[src/rtl/tcdm_bank_rr_arbiter.sv]
// Round-robin arbiter sharing one single-ported TCDM bank between NB_MST requesters,
// with address-map decode and 1-cycle response routing. Optional counters: TCDM_ARB_PERF_CNT_EN.

package mem_pkg;
  typedef struct packed {
    logic [31:0] idx;
    logic [31:0] start_addr;
    logic [31:0] end_addr;
  } addr_map_rule_t;
endpackage

module tcdm_bank_rr_arbiter #(
  parameter int unsigned NB_MST   = 4,
  parameter int unsigned NB_RULES = 2,
  parameter int unsigned MEM_AW   = 10
) (
  input  logic                                  clk_i,
  input  logic                                  rst_i,
  input  logic [NB_MST-1:0]                     mst_req_i,
  input  logic [NB_MST-1:0][31:0]               mst_add_i,
  input  logic [NB_MST-1:0]                     mst_wen_i,
  input  logic [NB_MST-1:0][3:0]                mst_be_i,
  input  logic [NB_MST-1:0][31:0]               mst_data_i,
  output logic [NB_MST-1:0]                     mst_gnt_o,
  output logic [NB_MST-1:0]                     mst_r_valid_o,
  output logic [NB_MST-1:0][31:0]               mst_r_data_o,
  output logic [NB_MST-1:0]                     mst_r_opc_o,
  input  mem_pkg::addr_map_rule_t [NB_RULES-1:0] rules_i,
`ifdef TCDM_ARB_PERF_CNT_EN
  input  logic                                  perf_clear_i,
  output logic [31:0]                           perf_gnt_cnt_o,
  output logic [31:0]                           perf_conf_cnt_o,
`endif
  output logic                                  mem_req_o,
  output logic                                  mem_we_o,
  output logic [MEM_AW-1:0]                     mem_addr_o,
  output logic [3:0]                            mem_be_o,
  output logic [31:0]                           mem_wdata_o,
  input  logic [31:0]                           mem_rdata_i
);

  localparam int unsigned IDX_W = (NB_MST > 1) ? $clog2(NB_MST) : 1;
  localparam logic [IDX_W:0] NB_MST_W = (IDX_W+1)'(NB_MST);

  logic [IDX_W-1:0] rr_q, rr_next;
  logic             resp_vld_q, resp_err_q, resp_rd_q;
  logic [IDX_W-1:0] resp_idx_q;

  // Arbitration: rotate the request vector so rr_q sits at bit 0, then pick the lowest set bit.
  logic [2*NB_MST-1:0] req_dbl_sh;
  logic [NB_MST-1:0]   req_rot;
  logic [IDX_W-1:0]    rot_off, win_idx;
  logic [IDX_W:0]      win_sum, win_inc;
  logic                gnt_any;

  assign req_dbl_sh = {mst_req_i, mst_req_i} >> rr_q;
  assign req_rot    = req_dbl_sh[NB_MST-1:0];

  always_comb begin
    rot_off = '0;
    for (int k = NB_MST-1; k >= 0; k--) begin
      if (req_rot[k]) rot_off = IDX_W'(k);
    end
  end

  assign gnt_any = (|mst_req_i) & ~rst_i;
  assign win_sum = {1'b0, rr_q} + {1'b0, rot_off};
  assign win_idx = (win_sum >= NB_MST_W) ? IDX_W'(win_sum - NB_MST_W) : win_sum[IDX_W-1:0];
  assign win_inc = {1'b0, win_idx} + (IDX_W+1)'(1);
  assign rr_next = (win_inc == NB_MST_W) ? '0 : win_inc[IDX_W-1:0];

  // Address decode of the winning request; lowest matching rule wins.
  logic [31:0] win_add, rule_base, word_off;
  logic        hit;

  assign win_add = mst_add_i[win_idx];

  always_comb begin
    hit       = 1'b0;
    rule_base = '0;
    for (int k = 0; k < NB_RULES; k++) begin
      if (!hit && (win_add >= rules_i[k].start_addr) && (win_add < rules_i[k].end_addr)) begin
        hit       = 1'b1;
        rule_base = rules_i[k].start_addr;
      end
    end
  end

  assign word_off = win_add - rule_base;

  logic mem_acc;
  assign mem_acc     = gnt_any & hit;
  assign mem_req_o   = mem_acc;
  assign mem_we_o    = mem_acc & ~mst_wen_i[win_idx];
  assign mem_addr_o  = mem_acc ? word_off[MEM_AW+1:2] : '0;
  assign mem_be_o    = mem_acc ? mst_be_i[win_idx] : '0;
  assign mem_wdata_o = mem_acc ? mst_data_i[win_idx] : '0;

  always_ff @(posedge clk_i) begin
    if (rst_i) begin
      rr_q       <= '0;
      resp_vld_q <= 1'b0;
      resp_idx_q <= '0;
      resp_err_q <= 1'b0;
      resp_rd_q  <= 1'b0;
    end else begin
      if (gnt_any) rr_q <= rr_next;
      resp_vld_q <= gnt_any;
      resp_idx_q <= win_idx;
      resp_err_q <= gnt_any & ~hit;
      resp_rd_q  <= mst_wen_i[win_idx];
    end
  end

  // Read data is a shared bus; only reads that hit carry SRAM data.
  logic [31:0] rsp_data;
  assign rsp_data = (resp_vld_q && resp_rd_q && !resp_err_q) ? mem_rdata_i : '0;

  genvar gi;
  generate
    for (gi = 0; gi < NB_MST; gi++) begin : g_port
      // A response still pending while reset is held is suppressed.
      logic sel_rsp;
      assign sel_rsp            = resp_vld_q & ~rst_i & (resp_idx_q == IDX_W'(gi));
      assign mst_gnt_o[gi]      = gnt_any & (win_idx == IDX_W'(gi));
      assign mst_r_valid_o[gi]  = sel_rsp;
      assign mst_r_opc_o[gi]    = sel_rsp & resp_err_q;
      assign mst_r_data_o[gi]   = rsp_data;
    end
  endgenerate

  logic [NB_RULES-1:0] unused_rule_idx;
  generate
    for (gi = 0; gi < NB_RULES; gi++) begin : g_rule_idx
      assign unused_rule_idx[gi] = ^rules_i[gi].idx;
    end
  endgenerate

  logic unused_bits;
  assign unused_bits = ^{word_off, req_dbl_sh, unused_rule_idx};

`ifdef TCDM_ARB_PERF_CNT_EN
  localparam int unsigned CNT_W = $clog2(NB_MST+1);

  logic [CNT_W-1:0] req_cnt, conf_inc;
  logic [31:0]      gnt_cnt_q, conf_cnt_q;
  logic [32:0]      gnt_sum, conf_sum;

  always_comb begin
    req_cnt = '0;
    for (int k = 0; k < NB_MST; k++) begin
      req_cnt = req_cnt + CNT_W'(mst_req_i[k]);
    end
  end

  assign conf_inc = (req_cnt >= CNT_W'(2)) ? (req_cnt - CNT_W'(1)) : '0;
  assign gnt_sum  = {1'b0, gnt_cnt_q} + 33'(gnt_any);
  assign conf_sum = {1'b0, conf_cnt_q} + 33'(conf_inc);

  always_ff @(posedge clk_i) begin
    if (rst_i || perf_clear_i) begin
      gnt_cnt_q  <= '0;
      conf_cnt_q <= '0;
    end else begin
      gnt_cnt_q  <= gnt_sum[32] ? '1 : gnt_sum[31:0];
      conf_cnt_q <= conf_sum[32] ? '1 : conf_sum[31:0];
    end
  end

  assign perf_gnt_cnt_o  = gnt_cnt_q;
  assign perf_conf_cnt_o = conf_cnt_q;
`endif

endmodule
[config.mk]
export PLATFORM = sky130hd
export DESIGN_NAME = tcdm_bank_rr_arbiter
export DESIGN_NICKNAME = d
export VERILOG_FILES = /design/src/rtl/tcdm_bank_rr_arbiter.sv
export SDC_FILE = /design/constraint.sdc
export NUM_CORES = 1
export LEC_CHECK = 0
export ABC_CLOCK_PERIOD_IN_PS = 8500
export BUFFER_PORTS_ARGS = -buffer_cell sky130_fd_sc_hd__buf_2
export CORE_AREA = 2 2 270 272
export CTS_CLUSTER_DIAMETER = 150
export CTS_CLUSTER_SIZE = 30
export DETAILED_ROUTE_END_ITERATION = 16
export DIE_AREA = 0 0 272 274
export PLACE_DENSITY = 0.34
export SKIP_CTS_REPAIR_TIMING = 1
export SKIP_LAST_GASP = 1
export SYNTH_ARGS = -nofsm -noshare
export SYNTH_HDL_FRONTEND = slang
export SYNTH_SLANG_ARGS = --single-unit
[constraint.sdc]
create_clock -name clk_i -period 8.5 [get_ports clk_i]
set_input_delay 0.425 -clock clk_i [delete_from_list [all_inputs] [get_ports clk_i]]
set_output_delay 0.425 -clock clk_i [all_outputs]
set_load 0.005 [all_outputs]
Word-level counts from Yosys, hierarchy flattened
Cells that the tools add are included.

storage, ports and cells
  output and inout port bits = 188
  input port bits = 506
  flip-flop bits (word level) = 7
  logic and storage cells = 75

cells by class
  order comparisons = 6
  muxes and demuxes = 22
  shift operators = 1
  equal/unequal tests = 7
  add/subtract/negate cells = 4
  bitwise gates (word level) = 20
  reduce and logical (&&, ||, !) cells = 10

operator list
  cell                 number
  $bmux 32 s2          2
  $mux 32              4
  $ge 32x32->1         2
  $lt 32x32->1         2
  $mux 12              2
  $and 1x1->1          17
  $mux 2               6
  $sub 12x12->12       1
  $mux 10              1
  $bmux 4 s2           1
  $eq 2x2->1 const B   4
  $mux 4               2
  $shr 8x2->4          1
  $logic_and 1x1->1    5
  $eq 2x1->1 const B   2
  $logic_not 2->1      2
  $reduce_or 4->1      1
  $add 2x1->3 const B  1
  $add 2x2->3          1
  $eq 3x3->1 const B   1
  $ge 3x3->1 const B   1
  $lt 2x3->1 const B   1
  $mux 1               3
  $not 1->1            3
  3 further kinds      4

Depth between registers and ports, before layout
  depth after elaboration = 19
  mapped depth = 32
  gate-level depth less buffers = 29

Worst setup path after synthesis
Ideal clock, no wire load.

  path type = in2out
  from = in mst_req_i[2]
  to = out mem_addr_o[9]
  path buffers = 5
  arrival = 7.895 ns
  slack = 0.180 ns
  stages on the path = 27
  required time = 8.075 ns
  cell sequence = clkbuf_1 -> or4_1 -> nand3_1 -> ha_1 -> clkbuf_1 -> buf_1 -> clkbuf_1 -> mux4_2 -> ha_1 -> nand4_1 -> nor4_2 -> nand2_1 -> a2111oi_2 -> nor4_1 -> or4_4 -> a31oi_4 -> clkbuf_1 -> a22oi_1 -> ha_1 -> o21a_1 -> nor2_1 -> a21o_1 -> a31o_2 -> a311oi_4 -> nor3_2 -> o41ai_2 -> mux2_2

between the ends
  longest elaborated chain between the ends = 19
  elaborated cells on any way between the ends = 28
  classes of those cells = add/sub (3); order compare (5); shift (1); mux (12); bitwise (2); reduce/logical (5)

ends and longest elaborated chain
  item                                                  line    source
  from (decl)                                           19      input logic [NB_MST-1:0] mst_req_i,
  $shr 8x2->4 (*)                                       56      assign req_dbl_sh = {mst_req_i, mst_req_i} >> rr_q;
  $mux 2 (3 in series)                                  62      if (req_rot[k]) rot_off = IDX_W'(k);
  $mux 2 (*)                                            62
  $add 2x2->3 (*)                                       67      assign win_sum = {1'b0, rr_q} + {1'b0, rot_off};
  $ge 3x3->1 / $sub 2x1->2 (equally long branches)      68      assign win_idx = (win_sum >= NB_MST_W) ? IDX_W'(win_sum - NB_MST_W) : win_sum[IDX_W-1:0];
  $mux 2 (*)                                            68
  net win_idx[0]                                        52      logic [IDX_W-1:0] rot_off, win_idx;
  $bmux 32 s2 (*)                                       76      assign win_add = mst_add_i[win_idx];
  $mux 32 (implied by the code) (*)                     76
  $ge 32x32->1 / $lt 32x32->1 (equally long branches)   82      if (!hit && (win_add >= rules_i[k].start_addr) && (win_add < rules_i[k].end_addr)) begin
  $logic_and 1x1->1                                     82
  $mux 1                                                82
  $logic_not 1->1                                       82
  $logic_and 1x1->1 (2 in series)                       82
  $mux 12 / $mux 1 (equally long branches)              82
  $sub 12x12->12 / $and 1x1->1 (equally long branches)  89, 92
  $mux 10 (*)                                           95      assign mem_addr_o = mem_acc ? word_off[MEM_AW+1:2] : '0;
  to (decl)                                             36      output logic [MEM_AW-1:0] mem_addr_o,

Mark *: on every way through the listed nets, which the timed path passes. The rest lies on a longest branch. The select of a mux whose other input is x is not followed.

Final worst setup path
  from = reg rr_q[0]
  to = out mem_addr_o[7]

between the ends
  longest elaborated chain between the ends = 19
  elaborated cells on any way between the ends = 26
  classes of those cells = add/sub (3); order compare (5); shift (1); mux (12); bitwise (1); reduce/logical (4)

ends and longest elaborated chain
  item                                                  line    source
  from (decl)                                           45      logic [IDX_W-1:0] rr_q, rr_next;
  from (signal assigned)                                107     if (gnt_any) rr_q <= rr_next;
  $shr 8x2->4                                           56
  $mux 2 (4 in series)                                  62
  $add 2x2->3 (*)                                       67
  $ge 3x3->1 / $sub 2x1->2 (equally long branches)      68
  $mux 2 (*)                                            68
  $bmux 32 s2 (*)                                       76
  $mux 32 (implied by the code) (*)                     76
  $ge 32x32->1 / $lt 32x32->1 (equally long branches)   82
  $logic_and 1x1->1                                     82
  $mux 1                                                82
  $logic_not 1->1                                       82
  $logic_and 1x1->1 (2 in series)                       82
  $mux 12 / $mux 1 (equally long branches)              82
  $sub 12x12->12 / $and 1x1->1 (equally long branches)  89, 92
  $mux 10 (*)                                           95

Mark *: on every way between the ends. The rest lies on a longest branch, timed or not. The select of a mux whose other input is x is not followed.

==> flow_metrics.env <==
export IMPL_drc=0
export IMPL_die_x_um=272
export IMPL_ys_seq_area_share_pct=1.953
export IMPL_worst_pin_slew_ns=0.8241
export IMPL_first_pass_iters=5
export IMPL_routed_wirelength_um=39280
export IMPL_period_share_pct=95.13
export IMPL_vias=8442
export IMPL_ff2ff_path_depth=21
export IMPL_syn_avg_cell_area_sq_um=8.352
export IMPL_layout_cells_non_filler=2362
export IMPL_slew_headroom_pct=43.64
export IMPL_synthAdderAreaFrac_pct=24.59
export IMPL_multi_input_area_sq_um=5708
export IMPL_ys_flop_type="dfxtp_1"
export IMPL_syn2layout_area_growth_pct=55.53
export IMPL_grt_overflow_total=0
export IMPL_cp_data_required_time_ns=8.08
export IMPL_drt_iter0_markers=394
export IMPL_clock_sinks=7
export IMPL_cts_made_buffers=3
export IMPL_crit_path_end_kind="output port"
export IMPL_post_dp_cell_area_sq_um=10900
export IMPL_cts_root_buffer_cell="clkbuf_16"
export IMPL_fmax_mhz=123.7
export IMPL_cap_violations=0
export IMPL_p_sw_mw=2.513
export IMPL_synth_compound_area_share_pct=14.74
export IMPL_worst_r2r_endpoint="resp_err_q"
export IMPL_yosys_warnings=0
export IMPL_cpPeakStageDelay_ns=0.59
export IMPL_syn_cell_area_sq_um=7174
export IMPL_synth_edff_count=0
export IMPL_clockPowerShare_pct=1.6
export IMPL_muxShareOfSynthArea_pct=22.34
export IMPL_hold_class="input port to flop"
export IMPL_grt_pass1_vias=8517
export IMPL_synthesis_instances=859
export IMPL_async_flop_share_pct=0
export IMPL_htreeDepth=1
export IMPL_antenna_found_initial=15
export IMPL_slowest_stage="or4_4"
export IMPL_routabilityCongestion=0.8527
export IMPL_cts_tree="built"
export IMPL_skew_ns=0.001748
export IMPL_synthSimpleGateAreaFrac_pct=16.67
export IMPL_whs_endpoint="resp_idx_q[0]"
export IMPL_regArea_sq_um=140.1
export IMPL_p_leak_nw=6.241
export IMPL_numPortBuffers=629
export IMPL_min_delay_start="rst_i"
export IMPL_setup_viol=0
export IMPL_path_max_fanout=14
export IMPL_synth_nets=1506
export IMPL_crit_type="flop to output port"
export IMPL_grt_util_all_layers_pct=9.627
export IMPL_die_area_sq_um=74530
export IMPL_drive_gt1_share_pct=54.26
export IMPL_path_clk_slew_ns=0.04
export IMPL_ios=694
export IMPL_wire_per_inst_um=16.63
export IMPL_rows=99
export IMPL_ir_worst_vdd_mv=0.2157
export IMPL_power_density_nw_per_um2=425.5
export IMPL_outcome="finished, final reports clean"
export IMPL_slew_viol_final=0
export IMPL_cp_common_cell="buf_4"
export IMPL_start_util_pct=9.969
export IMPL_pwr_share_seq_pct=1.2
export IMPL_whs_path_depth=2
export IMPL_rr_startpoint="rr_q[0]"
export IMPL_combinationalPowerShare_pct=97.1
export IMPL_p_sw_share_pct=52.92
export IMPL_viasPerCell=3.574
export IMPL_ys_ff_latch=7
export IMPL_ant_nets=0
export IMPL_die_h_um=274
export IMPL_synth_top_family_by_area="adder cells"
export IMPL_dp_hpwl_um=35350
export IMPL_power_total_mw=4.748
export IMPL_design_area_sq_um=11160
export IMPL_cp_arrival_ns=7.66
export IMPL_synth_xor_area_share_pct=0.4883
export IMPL_grt_max_degree=42
export IMPL_grt_pass1_wl_um=53770
export IMPL_core_area_sq_um=71970
export IMPL_fin_nets=2045
export IMPL_placedCellCount=2342
export IMPL_reg2reg_slack_ns=2.68
export IMPL_rsz0062_at_grt="false"
export IMPL_internal_power_mw=2.236
export IMPL_clkLatencyLatePin_ns=0.23
export IMPL_period_needed_ns=8.086
export IMPL_cp_start_kind="flop"
export IMPL_ys_types=62
export IMPL_clockBufferDepth=2
export IMPL_fill_cells=8287
export IMPL_hold_viol=0
export IMPL_finalSetupTns_ns=0
[worst max path at each step]
stage | slack [ns] | cells past startpoint | startpoint | to
6_report | 0.41 | 30 | rr_q[0] | mem_addr_o[7]
3_3_place_gp | 0.20 | 30 | mst_req_i[0] | mem_addr_o[7]
3_5_place_dp | 0.24 | 27 | mst_req_i[2] | mem_addr_o[7]
5_1_grt | 0.01 | 30 | rr_q[0] | mem_addr_o[7]
2_1_floorplan | 0.18 | 27 | mst_req_i[2] | mem_addr_o[9]
4_1_cts | 0.04 | 27 | rr_q[0] | mem_addr_o[7]
[cell type report]
cell class / instances / area share (%)
Antenna cell: 6 / 0.1346
Clock buffer: 4 / 0.7064
Inverter: 134 / 4.508
Multi-Input combinational cell: 585 / 51.15
Sequential cell: 7 / 1.256
Tap cell: 959 / 10.75
Timing Repair Buffer: 667 / 31.49
[power by group through the flow]
stage	combinational, mW	clock (mW)	sequential [mW]
2_1_floorplan	2.95	0	0.0515
3_3_place_gp	4.56	0	0.0585
3_5_place_dp	4.58	0	0.0586
4_1_cts	4.61	0.0797	0.0582
5_1_grt	5.22	0.0828	0.0602
6_report	4.61	0.0782	0.0584
[kinds of logic after synthesis]
family	after synthesis
buffers and inverters	267
AND/OR/NAND/NOR	215
AO/OA/AOI/OAI	150
adder cells (fa/ha/maj)	141
multiplexers	75
flip-flops	7
XOR/XNOR	4
[critical path: cells and delay by family, from the launching register on]
family                   cells  cell delay (ns)
adder cells (fa/ha/maj)      3             0.83
AND/OR/NAND/NOR             10             2.78
flip-flops                   1             0.31
AO/OA/AOI/OAI                8             1.72
buffers and inverters        6             0.98
XOR/XNOR                     2             0.39
multiplexers                 1             0.38
[synthesized netlist by cell type, types with 2 or more instances]
master	count	area (sq um)
nor2_1	34	127.6
buf_1	5	18.77
o21a_1	9	67.56
o2111ai_1	4	35.03
nand3b_1	2	15.01
a211o_1	3	26.28
mux2i_1	6	60.06
and3_1	41	256.5
o22ai_1	3	18.77
o21ai_0	22	110.1
clkbuf_1	27	101.4
mux4_2	68	1531
xor2_1	2	17.52
dfxtp_1	7	140.1
a31o_2	2	17.52
nand4_1	17	106.4
buf_4	100	750.7
and2_1	38	237.7
a2111oi_0	3	26.28
a22o_1	2	17.52
or2_2	2	12.51
nand2_1	24	90.09
nand2b_1	7	43.79
o211ai_1	12	90.09
a21o_1	14	105.1
or4_1	4	30.03
a221oi_1	3	26.28
ha_1	141	1764
nor4_1	5	31.28
a21boi_0	2	15.01
a22oi_1	10	75.07
nor3_1	15	75.07
inv_1	134	503.0
xnor2_1	2	17.52
nand3_1	11	55.05
a21oi_1	39	195.2
a211oi_1	8	60.06
nor2b_1	6	37.54
o31a_1	2	17.52
[registers in the layout, summed over array words and instances (netlist names)]
name and cells:
resp_rd_q 1, resp_err_q 1, resp_idx_q 2, resp_vld_q 1, rr_q 2
[layer usage]
layer | vias to the layer above | track usage, % | routed length [um]
met2 | 312 | 16.26 | 18740
met4 | 8 | 1.547 | 487
met5 | - | 0 | 55
met1 | 3967 | 12.70 | 17490
met3 | 26 | 2.111 | 2510
li1 | 4129 | - | -
[per-stage QoR]
stage | hold slack [ns] | util [%] | setup slack (ns)
after detailed placement | 0.6674 | 15.15 | 0.2409
after global placement | 0.6687 | 15.15 | 0.2044
after CTS | 0.4957 | 15.26 | 0.04225
final | 0.4879 | 15.50 | 0.4140
after global routing | 0.5167 | 15.49 | 0.009734
after floorplan | 0.6046 | - | 0.1804
[cells in the final DEF (no fill, tap or decap), drive strengths merged, types with 11 or more instances in the layout]
cell / instances
nand4: 17
o211ai: 12
mux4: 68
nand3: 11
nor2: 34
a21o: 14
nand2: 24
and3: 41
buf: 666
ha: 141
nor3: 16
a21oi: 39
and2: 39
o21ai: 22
inv: 134
Note: power is estimated with default switching activity, not from simulation.
